**config.mk**
```make
export PLATFORM = sky130hd
export DESIGN_NAME = camera_capture
export DESIGN_NICKNAME = d
export VERILOG_FILES = /design/src/rtl/camera_pkg.sv /design/src/rtl/shutter_debounce.sv /design/src/rtl/camera_capture.sv
export SDC_FILE = /design/constraint.sdc
export NUM_CORES = 1
export LEC_CHECK = 0
export ABC_AREA = 1
export CAP_MARGIN = 20
export CORE_ASPECT_RATIO = 1.1
export CORE_MARGIN = 2
export CORE_UTILIZATION = 45
export CTS_CLUSTER_DIAMETER = 80
export CTS_CLUSTER_SIZE = 25
export DETAILED_ROUTE_END_ITERATION = 16
export DONT_BUFFER_PORTS = 1
export MAX_ROUTING_LAYER = met4
export SLEW_MARGIN = 20
export SYNTH_ARGS = -nofsm -noshare
export SYNTH_HDL_FRONTEND = slang
export SYNTH_SLANG_ARGS = --single-unit
export TNS_END_PERCENT = 5
```
**constraint.sdc**
```tcl
create_clock -name clk -period 1.7 [get_ports clk]
set_input_delay 0.085 -clock clk [delete_from_list [all_inputs] [get_ports clk]]
set_output_delay 0.085 -clock clk [all_outputs]
set_load 0.005 [all_outputs]
```
**src/rtl/camera_pkg.sv**
```systemverilog
// Shared types and RGB565 colour-bar constants for the camera capture front end.
package camera_pkg;

    typedef enum logic [1:0] {IDLE, WAIT_VS, CAPTURE} cap_state_t;

    localparam logic [15:0] BAR_WHITE   = 16'hFFFF;
    localparam logic [15:0] BAR_YELLOW  = 16'hFFE0;
    localparam logic [15:0] BAR_CYAN    = 16'h07FF;
    localparam logic [15:0] BAR_GREEN   = 16'h07E0;
    localparam logic [15:0] BAR_MAGENTA = 16'hF81F;
    localparam logic [15:0] BAR_RED     = 16'hF800;
    localparam logic [15:0] BAR_BLUE    = 16'h001F;
    localparam logic [15:0] BAR_BLACK   = 16'h0000;

    function automatic logic [15:0] bar_color(input logic [2:0] idx);
        logic [15:0] c;
        case (idx)
            3'd0:    c = BAR_WHITE;
            3'd1:    c = BAR_YELLOW;
            3'd2:    c = BAR_CYAN;
            3'd3:    c = BAR_GREEN;
            3'd4:    c = BAR_MAGENTA;
            3'd5:    c = BAR_RED;
            3'd6:    c = BAR_BLUE;
            default: c = BAR_BLACK;
        endcase
        return c;
    endfunction

endpackage

```
**src/rtl/shutter_debounce.sv**
```systemverilog
// Shutter switch: 2-flop synchroniser, stability counter, debounced level and
// a one-cycle press pulse coincident with the debounced rising edge.
module shutter_debounce #(
    parameter int DEBOUNCE_CYCLES = 16
) (
    input  logic clk,
    input  logic reset_n,
    input  logic switch_in,
    output logic db_out,
    output logic press
);

    localparam int CW = (DEBOUNCE_CYCLES > 1) ? $clog2(DEBOUNCE_CYCLES) : 1;

    logic [1:0]    r_sync;
    logic [CW-1:0] r_cnt;
    logic          r_db;
    logic          r_press;
    logic          w_stable;

    assign w_stable = (r_cnt == CW'(DEBOUNCE_CYCLES - 1));

    always_ff @(posedge clk or negedge reset_n) begin
        if (!reset_n) begin
            r_sync  <= '0;
            r_cnt   <= '0;
            r_db    <= 1'b0;
            r_press <= 1'b0;
        end else begin
            r_sync  <= {r_sync[0], switch_in};
            r_press <= 1'b0;
            // any return to the current level restarts the stability window
            if (r_sync[1] == r_db) begin
                r_cnt <= '0;
            end else if (w_stable) begin
                r_db    <= r_sync[1];
                r_press <= r_sync[1];
                r_cnt   <= '0;
            end else begin
                r_cnt <= r_cnt + 1'b1;
            end
        end
    end

    assign db_out = r_db;
    assign press  = r_press;

endmodule

```
**src/rtl/camera_capture.sv**
```systemverilog
// Camera front end: registers camera pins, assembles pixels, tracks x/y and frame geometry.
// Optional build macro CAM_TEST_PATTERN_EN adds a test_pattern input selecting 8 colour bars.
module camera_capture
    import camera_pkg::*;
#(
    parameter int DATA_W          = 8,
    parameter int BYTES_PER_PIXEL = 2,
    parameter int H_ACTIVE        = 640,
    parameter int V_ACTIVE        = 480,
    parameter int DEBOUNCE_CYCLES = 16
) (
    input  logic                                clk,
    input  logic                                reset_n,
    input  logic                                cam_href,
    input  logic                                cam_vsync,
    input  logic [DATA_W-1:0]                   cam_data,
    input  logic                                switch_shutter,
    input  logic                                continuous,
`ifdef CAM_TEST_PATTERN_EN
    input  logic                                test_pattern,
`endif
    output logic                                pix_valid,
    output logic [DATA_W*BYTES_PER_PIXEL-1:0]   pix_data,
    output logic [$clog2(H_ACTIVE)-1:0]         pix_x,
    output logic [$clog2(V_ACTIVE)-1:0]         pix_y,
    output logic                                pix_sof,
    output logic                                pix_eol,
    output logic                                frame_done,
    output logic                                frame_err,
    output logic                                busy,
    output logic                                shutter_db
);

    localparam int PIX_W = DATA_W * BYTES_PER_PIXEL;
    localparam int ACC_W = (BYTES_PER_PIXEL > 1) ? (BYTES_PER_PIXEL - 1) * DATA_W : DATA_W;
    localparam int XW    = $clog2(H_ACTIVE);
    localparam int YW    = $clog2(V_ACTIVE);
    localparam int XC    = $clog2(H_ACTIVE + 1);
    localparam int YC    = $clog2(V_ACTIVE + 1);
    localparam int BCW   = (BYTES_PER_PIXEL > 1) ? $clog2(BYTES_PER_PIXEL) : 1;

    cap_state_t        r_state, w_next;
    logic              r_href, r_href_d, r_vsync, r_vsync_d;
    logic [DATA_W-1:0] r_data;
    logic [ACC_W-1:0]  r_acc;
    logic [BCW-1:0]    r_bcnt;
    logic [XC-1:0]     r_x;
    logic [YC-1:0]     r_y;
    logic              r_err;

    logic              w_press;
    logic              w_cap, w_href_fall, w_vs_fall, w_vs_rise;
    logic              w_byte, w_last, w_in_range, w_emit;
    logic              w_row_end, w_row_err, w_rows_err, w_frame_end;
    logic [YC-1:0]     w_y_next;
    logic [PIX_W-1:0]  w_word, w_pix;

    shutter_debounce #(.DEBOUNCE_CYCLES(DEBOUNCE_CYCLES)) u_db (
        .clk       (clk),
        .reset_n   (reset_n),
        .switch_in (switch_shutter),
        .db_out    (shutter_db),
        .press     (w_press)
    );

    assign w_cap       = (r_state == CAPTURE);
    assign w_href_fall = r_href_d & ~r_href;
    assign w_vs_fall   = r_vsync_d & ~r_vsync;
    assign w_vs_rise   = ~r_vsync_d & r_vsync;
    // a vsync rise ends the frame, so the byte sampled alongside it is discarded
    assign w_byte      = w_cap & r_href & ~w_vs_rise;
    assign w_last      = w_byte & (r_bcnt == BCW'(BYTES_PER_PIXEL - 1));
    assign w_in_range  = (r_x < XC'(H_ACTIVE)) & (r_y < YC'(V_ACTIVE));
    assign w_emit      = w_last & w_in_range;
    assign w_word      = PIX_W'({r_acc, r_data});

    assign w_row_end   = w_cap & (w_href_fall | (w_vs_rise & r_href));
    assign w_row_err   = w_row_end & ((r_bcnt != '0) | (r_x != XC'(H_ACTIVE)));
    assign w_y_next    = ((r_x != '0) && (r_y != YC'(V_ACTIVE))) ? r_y + 1'b1 : r_y;
    assign w_frame_end = w_cap & w_vs_rise;
    assign w_rows_err  = w_frame_end & ((w_row_end ? w_y_next : r_y) != YC'(V_ACTIVE));

`ifdef CAM_TEST_PATTERN_EN
    logic [2:0] w_bar_idx;
    assign w_bar_idx = 3'((32'(r_x) * 8) / H_ACTIVE);
    assign w_pix     = test_pattern ? PIX_W'(bar_color(w_bar_idx)) : w_word;
`else
    assign w_pix     = w_word;
`endif

    always_comb begin
        w_next = r_state;
        case (r_state)
            IDLE:    if (w_press || continuous) w_next = WAIT_VS;
            WAIT_VS: if (w_vs_fall) w_next = CAPTURE;
            CAPTURE: if (w_vs_rise) w_next = continuous ? WAIT_VS : IDLE;
            default: w_next = IDLE;
        endcase
    end

    always_ff @(posedge clk or negedge reset_n) begin
        if (!reset_n) begin
            r_state    <= IDLE;
            r_href     <= 1'b0;
            r_href_d   <= 1'b0;
            r_vsync    <= 1'b0;
            r_vsync_d  <= 1'b0;
            r_data     <= '0;
            r_acc      <= '0;
            r_bcnt     <= '0;
            r_x        <= '0;
            r_y        <= '0;
            r_err      <= 1'b0;
            pix_valid  <= 1'b0;
            pix_data   <= '0;
            pix_x      <= '0;
            pix_y      <= '0;
            pix_sof    <= 1'b0;
            pix_eol    <= 1'b0;
            frame_done <= 1'b0;
        end else begin
            r_href     <= cam_href;
            r_vsync    <= cam_vsync;
            r_data     <= cam_data;
            r_href_d   <= r_href;
            r_vsync_d  <= r_vsync;
            r_state    <= w_next;
            pix_valid  <= w_emit;
            pix_sof    <= w_emit & (r_x == '0) & (r_y == '0);
            pix_eol    <= w_emit & (r_x == XC'(H_ACTIVE - 1));
            frame_done <= w_frame_end;

            if (r_state == WAIT_VS && w_vs_fall) begin
                r_x    <= '0;
                r_y    <= '0;
                r_bcnt <= '0;
                r_err  <= 1'b0;
            end else if (w_cap) begin
                if (w_byte) begin
                    r_acc  <= w_word[ACC_W-1:0];
                    r_bcnt <= w_last ? '0 : r_bcnt + 1'b1;
                    if (w_emit) begin
                        pix_data <= w_pix;
                        pix_x    <= r_x[XW-1:0];
                        pix_y    <= r_y[YW-1:0];
                    end
                    // x saturates at H_ACTIVE so overflow never wraps back into range
                    if (w_last && r_x != XC'(H_ACTIVE))
                        r_x <= r_x + 1'b1;
                end
                if (w_row_end) begin
                    r_x    <= '0;
                    r_bcnt <= '0;
                    r_y    <= w_y_next;
                end
                if (w_row_err || (w_last && !w_in_range) || w_rows_err)
                    r_err <= 1'b1;
            end
        end
    end

    assign frame_err = r_err;
    assign busy      = (r_state != IDLE);

endmodule

```
==> summary.md, run 1 <==
| Metric | Value |
|---|---|
| Final core utilization | 0.587 |
| Worst endpoint required time | 1.95 ns |
| Antenna violations before repair | 0 |
| Diodes inserted | 0 |
| R2R Setup Slk | -0.12 ns |
| Layout Skew | 0.0128 ns |
| Fillers | 713 |
| Pre-CTS WS | -0.106 ns |
| Ports | between 50 and 60 |
| Setup TNS | -0.144 ns |
| CTS Root Cell | clkbuf_8 |
| Status | complete, but fails checks |
| Gate Count Post-Synth | approximately 420 |
| Drt initial violations | 140 |
| Max-slew violations | 0 |
| Critical path class | flip-flop to flip-flop |
| Area Growth Syn to Fin | 27.8% |
| WL final | 7960 um |
| Core ar. | 8280 um^2 |
| Relative slew slack | 0.784 |
| Final #Nets | 512 |
| Final hold vios | 90 |
| Pin count of the biggest net entering global routing | 91 |
| Simple-gate share of the synthesized area | 0.237 |
| Mean Syn Cell Area | 9.07 um^2 |
| Worst EP arrival | 2.07 ns |
| CTS tree | done |
| # H-tree levels | 3 |
| Netlist cell types | 32 |
| Syn_nets | 438 |
| Max IR drop VDD | 634 uV |
| Yosys reg bits | 90 |
| Hold Buf Count CTS | 12 |
| Worst Tran Pin Value | between 0.3 and 0.4 ns |
| Crit-path cells | buf_4 -> buf_4 -> ha_4 -> nand2_2 -> nor2_2 -> nand3_1 -> nor2_1 -> nand4_1 -> nand2_1 -> nand2_1 -> nor2_1 -> nand2_1 -> nand2_1 -> a21oi_2 |
| Post-Synth XOR/XNOR Area | 0.00461 |
| R2R depth | 14 |
| First-pass GRT wire length | 12,900 um |
| Multiplexer share of the synthesized area | 0 |
| Fmax | 0.549 GHz |
| Final setup vio count | 2 |
| DP HPWL | 5440 um |
| Power Density | 1080 nW/um^2 |
| Final Cycle Share | 1.07 |
| Max-Cap Viols | 0 |
| Initial core utilization | 0.459 |
| Post-route ant nets | 0 |
| Synthesized cell area | 3800 um^2 |
| Worst reg2reg path endpoint | frame_err |
| WP depth | 14 |
| CP max stage delay | between 0.3 and 0.4 ns |
| Crit path capture type | flip-flop |
| Leak | around 0.0024 uW |
| Die width | 91.6 um |
| Layout cells sized above 1 | 0.263 |
| Min Tclk post-route | 1.82 ns |
| Slowest-stage cell, CP | dfrtp_1 |
| Die height | 100 um |
| Post-Synth Adder-Cell Area | 0.0165 |
| WL per Instance | between 10 and 15 um |
| Longest Clk Path Bufs | 2 |
| Clock latency on the worst-skew pair | 0.36 ns |
| Synth Area in Compound Gates | 0.0896 |
| Clk pin slew, worst setup/hold paths | 0.09 ns |
| Failing checks | hold timing, setup timing |
| Total grt overflow | 0 |
| Vias in the first global route | 2,717 |
| Worst r2r src | r_y[1] |
| Row count | 35 |
| Yosys warns | 0 |
| Final setup margin | -0.121 ns |
| Most Frequent Cell on Critical Path | nand2_1 |
| GP Congestion | 0.846 |
| Vias per inst | 4.88 |
| Main combinational cell family by area after synthesis | simple AND/OR/NAND/NOR gates |
| Peak fanout along the critical path | 3 |
| DRC | 0 |
| # port buffers | 0 |
| Total Power | 5260 uW |
| Top Family by Delay on Critical Path | simple AND/OR/NAND/NOR gates |
| Hold Path Class | input pin to async pin |
| Die footprint | 9200 um^2 |
| Routed vias | 2,971 |
| Clock Sinks | 90 |
| Startpoint Class | flip-flop |
| Pre-Repair DR Iteration Count | 4 |
| RSZ-0062 raised after global routing | true |
| Buffers and inverters on the worst path | 2 |
| Total CTS buffers | 9 |
| Hold WS | -0.590 ns |
| GRT Resource Usage Total | 0.182 |
| Register area share after synthesis | 0.593 |
-- through the flow --
| stage | cells | instance area [um^2] |
|---|---|---|
| floorplan | 419 | 3800 |
| global placement | 571 | 4290 |
| detailed placement | 571 | 4290 |
| CTS | 599 | 4630 |
| global route | 609 | 4860 |
| finish | 609 | 4860 |
-- routing by layer --
metal	GRT usage	routed length (um)
met5	-	0
met4	0.0711	75
met3	0.0548	425
met2	0.275	3810
met1	0.233	3650
-- Yosys cell counts --
master,count,area [um^2]
a21oi_1,16,80.1
a21oi_2,1,8.76
a31oi_1,1,6.26
buf_2,1,5.00
buf_6,1,11.3
clkbuf_1,8,30.0
clkinv_1,1,3.75
dfrtp_1,90,2250
ha_1,5,62.6
inv_1,45,169
inv_2,2,7.51
nand2_1,111,417
nand2_2,5,31.3
nand2_4,3,33.8
nand3_1,19,95.1
nand4_1,7,43.8
nor2_1,38,143
nor2_2,1,6.26
nor2_4,3,33.8
nor2_8,1,20.0
nor3_1,8,40.0
nor3_2,1,10.0
nor4_2,1,12.5
nor4b_1,1,8.76
o211ai_1,1,7.51
o21a_1,2,15.0
o21ai_0,41,205
o311a_1,1,10.0
o31ai_1,1,7.51
or2_2,1,6.26
xnor2_1,1,8.76
xor2_1,1,8.76
-- area by class of cell --
type / instances / area, um^2 / share of cell area
Clock buffer: 10 / 138 / 0.0283
Clock inverter: 6 / 72.6 / 0.0149
Inverter: 48 / 184 / 0.0379
Sequential cell: 90 / 2250 / 0.464
Multi-Input combinational cell: 272 / 1480 / 0.305
Timing Repair Buffer: 72 / 591 / 0.122
Tap cell: 111 / 139 / 0.0286
-- worst reg2reg max path: cells and delay by family, from the launching register on --
family | cells | cell delay [ns]
compound gates | 1 | 0.05
buf+inv | 2 | 0.24
simple gates | 10 | 0.92
flops | 1 | 0.38
fa+ha+maj | 1 | 0.14
-- state kept, by name, summed over array words and instances (netlist names), 2 cells and up --
name	cells
pix_x	10
r_acc	8
pix_data	16
r_state	2
r_y	9
u_db.r_cnt	4
pix_y	9
r_x	10
r_data	8
u_db.r_sync	2
-- power by group --
group / internal, uW / switching [uW]
combinational: 488 / 559
clock: 735 / 780
sequential: 2470 / 231
-- worst max path at each step --
stage / endpoint / slack (ns) / start
after floorplan: frame_err / -0.004 / r_y[0]
after global placement: frame_err / -0.05 / r_y[0]
after detailed placement: frame_err / -0.11 / r_y[0]
after CTS: frame_err / -0.11 / r_y[0]
after global routing: frame_err / -0.29 / r_y[0]
final: frame_err / -0.12 / r_y[1]
-- kinds of logic after synthesis --
group / Yosys count
compound gates: 64
xor+xnor: 2
fa+ha+maj: 5
buf+inv: 58
flops: 90
simple gates: 200
-- timing repair --
item / CTS / global route
resized for setup: 1 / 45
setup buffers: 0 / 9
endpoints found under the setup margin: 2 / 26
gates cloned: 0 / 1
hold endpoints to repair: 102 / 90
pin swaps: 0 / 20
-- layout by cell type (no fill, tap or decap), types with 3 or more instances in the layout --
master / netlist / routed
nand2_1: 111 / 106
nand3_1: 19 / 14
dlygate4sd3_1: 0 / 12
nor2_4: 3 / 7
nand4_1: 7 / 7
nor3_1: 8 / 4
nor3_2: 1 / 5
clkbuf_8: 0 / 10
nand2_2: 5 / 9
nand3_2: 0 / 5
nand2_4: 3 / 4
buf_4: 0 / 57
dfrtp_1: 90 / 90
nor2_1: 38 / 30
a21oi_2: 1 / 4
nor2_2: 1 / 6
ha_1: 5 / 3
o21ai_0: 41 / 40
a21oi_1: 16 / 13
inv_2: 2 / 8
inv_1: 45 / 39
Power figures use the tool's default switching activity.
==> run 2, diff against run 1 <==
--- a/config.mk
+++ b/config.mk
@@ -9,12 +9,13 @@
 export CAP_MARGIN = 20
 export CORE_ASPECT_RATIO = 1.1
 export CORE_MARGIN = 2
-export CORE_UTILIZATION = 45
+export CORE_UTILIZATION = 55
 export CTS_CLUSTER_DIAMETER = 80
 export CTS_CLUSTER_SIZE = 25
 export DETAILED_ROUTE_END_ITERATION = 16
 export DONT_BUFFER_PORTS = 1
 export MAX_ROUTING_LAYER = met4
+export PLACE_DENSITY = 0.73
 export SLEW_MARGIN = 20
 export SYNTH_ARGS = -nofsm -noshare
 export SYNTH_HDL_FRONTEND = slang
==> run 2 against run 1 <==
Effect of this change: the flow still finishes with violations (hold timing, setup timing); register-to-register slack worse by 0.02 ns; fmax shrank 1.1%; highest routed layer unchanged; combinational power is 6% lower; final cell count fell by 5.6%; clock power is 9% higher; critical path type unchanged; global-route usage up 4.4 points; sequential power hardly changed; worst setup slack worse by 0.021 ns; critical endpoint unchanged; flip-flop and latch count stayed put.
==> summary.md, run 2 (synthesis results as in run 1) <==
| Metric | Value |
|---|---|
| Logic pwr share | 0.186 |
| Final core utilization | 0.722 |
| CP max stage delay | between 0.3 and 0.4 ns |
| Area Growth Syn to Fin | 26.0% |
| Crit-path cells | inv_2 -> ha_4 -> inv_2 -> nor2_4 -> nand2_2 -> nor2_4 -> nor2_4 -> buf_6 -> nand3_1 -> nand2_1 -> nand2_1 -> inv_2 -> nand2_1 -> nor2_1 -> nand2_1 -> nand2_1 -> a21oi_2 |
| Failing checks | hold timing, setup timing |
| Initial core utilization | 0.573 |
| Diodes inserted | 0 |
| Worst EP arrival | 2.11 ns |
| Fmax | 0.543 GHz |
| # H-tree levels | 3 |
| Post-DP Area | 4240 um^2 |
| Layout Skew | 0.0122 ns |
| GP Congestion | 0.917 |
| Final instance area | 4790 um^2 |
| WP depth | 17 |
| Worst reg2reg path endpoint | frame_err |
| Most Frequent Cell on Critical Path | nand2_1 |
| Final setup margin | -0.142 ns |
| Critical Path End | frame_err |
| Longest Clk Path Bufs | 2 |
| Largest registers | pix_data (16), pix_x (10), r_x (10) |
| Most frequent cells in the layout | nand2_1, dfrtp_1, buf_4 |
| Drt initial violations | roughly 170 |
| WL final | 8290 um |
| WL per Instance | 14.4 um |
| Crit path capture type | flip-flop |
| Slowest-stage cell, CP | dfrtp_1 |
| R2R Setup Slk | -0.14 ns |
| Pin count of the biggest net entering global routing | between 90 and 100 |
| Switching Fraction | 0.297 |
| GRT Resource Usage Total | 0.227 |
| Final #Nets | between 500 and 600 |
| Leak | 0.00239 uW |
| Worst endpoint required time | 1.97 ns |
| Max-slew violations | 0 |
| Clk pwr share | 0.308 |
| Antenna violations before repair | 0 |
| Vias in the first global route | 2,900 |
| Startpoint Class | flip-flop |
| Die height | 91.2 um |
| Max IR drop VDD | 812 uV |
| Post-route ant nets | 0 |
| Final Cycle Share | 1.08 |
| Peak fanout along the critical path | 6 |
| Max-Cap Viols | 0 |
| Max FFs per register | 16 |
| Status | complete, but fails checks |
| Most flops, register | pix_data |
| First-pass GRT wire length | about 13,000 um |
| CTS Root Cell | clkbuf_8 |
| P_sw | 1580 uW |
| Sequential Power Share | 0.507 |
| Routed vias | ~3,000 |
| Hold Buf Count CTS | 12 |
| Clock Sinks | 90 |
| Clk pin slew, worst setup/hold paths | 0.09 ns |
| Total CTS buffers | 9 |
| # port buffers | 0 |
| Setup crit start | r_y[0] |
| Core ar. | 6630 um^2 |
| CTS tree | done |
| Ports | 56 |
| Total grt overflow | 0 |
| Buffers and inverters on the worst path | 4 |
| Int Power | 3750 uW |
| Power Density | 1110 nW/um^2 |
| Pre-Repair DR Iteration Count | 4 |
| Row count | 31 |
| Fillers | 493 |
| Worst Tran Pin Value | roughly 0.31 ns |
| R2R depth | 17 |
| Setup TNS | -0.355 ns |
| Layout cells sized above 1 | 0.243 |
| Hold WS | -0.607 ns |
| Die footprint | 7590 um^2 |
| Hold Path Class | input pin to async pin |
| Die width | 83.3 um |
| Relative slew slack | 0.790 |
| Min Tclk post-route | 1.84 ns |
| RSZ-0062 raised after global routing | true |
| Commonest non-fill, non-tap cell in the layout | nand2_1 |
| Final hold vios | 90 |
| Final setup vio count | 4 |
| Top Family by Delay on Critical Path | simple AND/OR/NAND/NOR gates |
| Worst r2r src | r_y[0] |
| DP HPWL | around 5400 um |
| Vias per inst | 5.29 |
| Critical path class | flip-flop to flip-flop |
| Clock latency on the worst-skew pair | roughly 0.38 ns |
| DRC | 0 |
[run 2: worst min-delay path by stage]
| stage | start | to | slack [ns] | depth (start not counted) |
|---|---|---|---|---|
| CTS | reset_n | r_acc[0] | -0.61 | 0 |
| detailed placement | reset_n | r_acc[0] | -0.21 | 0 |
| global route | reset_n | r_acc[0] | -0.62 | 0 |
| global placement | reset_n | r_data[0] | -0.21 | 0 |
| finish | reset_n | r_data[0] | -0.61 | 0 |
| floorplan | reset_n | frame_done | -0.21 | 0 |
[run 2: power groups by stage]
stage	Sequential, uW	Clock (uW)	Combinational [uW]
2_1_floorplan	2690	0	539
4_1_cts	2700	1650	878
3_3_place_gp	2720	0	810
3_5_place_dp	2740	0	850
6_report	2700	1640	989
5_1_grt	2740	1750	1110
[run 2: layer usage]
| metal | vias to the layer above | track usage | share of wire | routed length, um |
|---|---|---|---|---|
| met2 | 98 | 0.353 | 0.49 | 4040 |
| met4 | 0 | 0.101 | 0.022 | 184 |
| met3 | 18 | 0.0509 | 0.056 | 461 |
| met5 | - | - | 0 | 0 |
| met1 | 1451 | 0.285 | 0.43 | 3600 |
| li1 | 1477 | - | - | - |
[run 2: worst reg2reg max path, stage by stage (launching register included)]
cell     delay, ns
dfrtp_1       0.37
inv_2         0.06
ha_4          0.15
inv_2         0.06
nor2_4        0.04
nand2_2       0.09
nor2_4        0.05
nor2_4        0.19
buf_6         0.16
nand3_1       0.07
nand2_1       0.06
nand2_1       0.06
inv_2         0.06
nand2_1       0.04
nor2_1        0.09
nand2_1       0.06
nand2_1       0.07
a21oi_2       0.05
[run 2: metrics by stage]
| step | total power [uW] | setup slack [ns] | instances |
|---|---|---|---|
| floorplan | 3230 | -0.00439 | 419 |
| global placement | 3530 | -0.0437 | 540 |
| detailed placement | 3590 | -0.110 | 540 |
| CTS | 5230 | -0.133 | 568 |
| global route | 5590 | -0.303 | 575 |
| finish | 5330 | -0.142 | 575 |
[run 2: final cells by class]
class / count / area, um^2 / area share
multi-input cells: 271 / 1440 / 0.301
flip-flops and latches: 90 / 2250 / 0.471
clock buffers: 9 / 124 / 0.0259
repair buffers: 68 / 587 / 0.123
inverters: 48 / 181 / 0.0379
clock inverters: 7 / 98.8 / 0.0206
well taps: 82 / 103 / 0.0214
[run 2: repair_timing]
item	CTS	global route
resized for setup	1	35
hold endpoints to repair	102	90
gates cloned	0	1
pin swaps	0	21
setup buffers	0	6
endpoints found under the setup margin	10	42
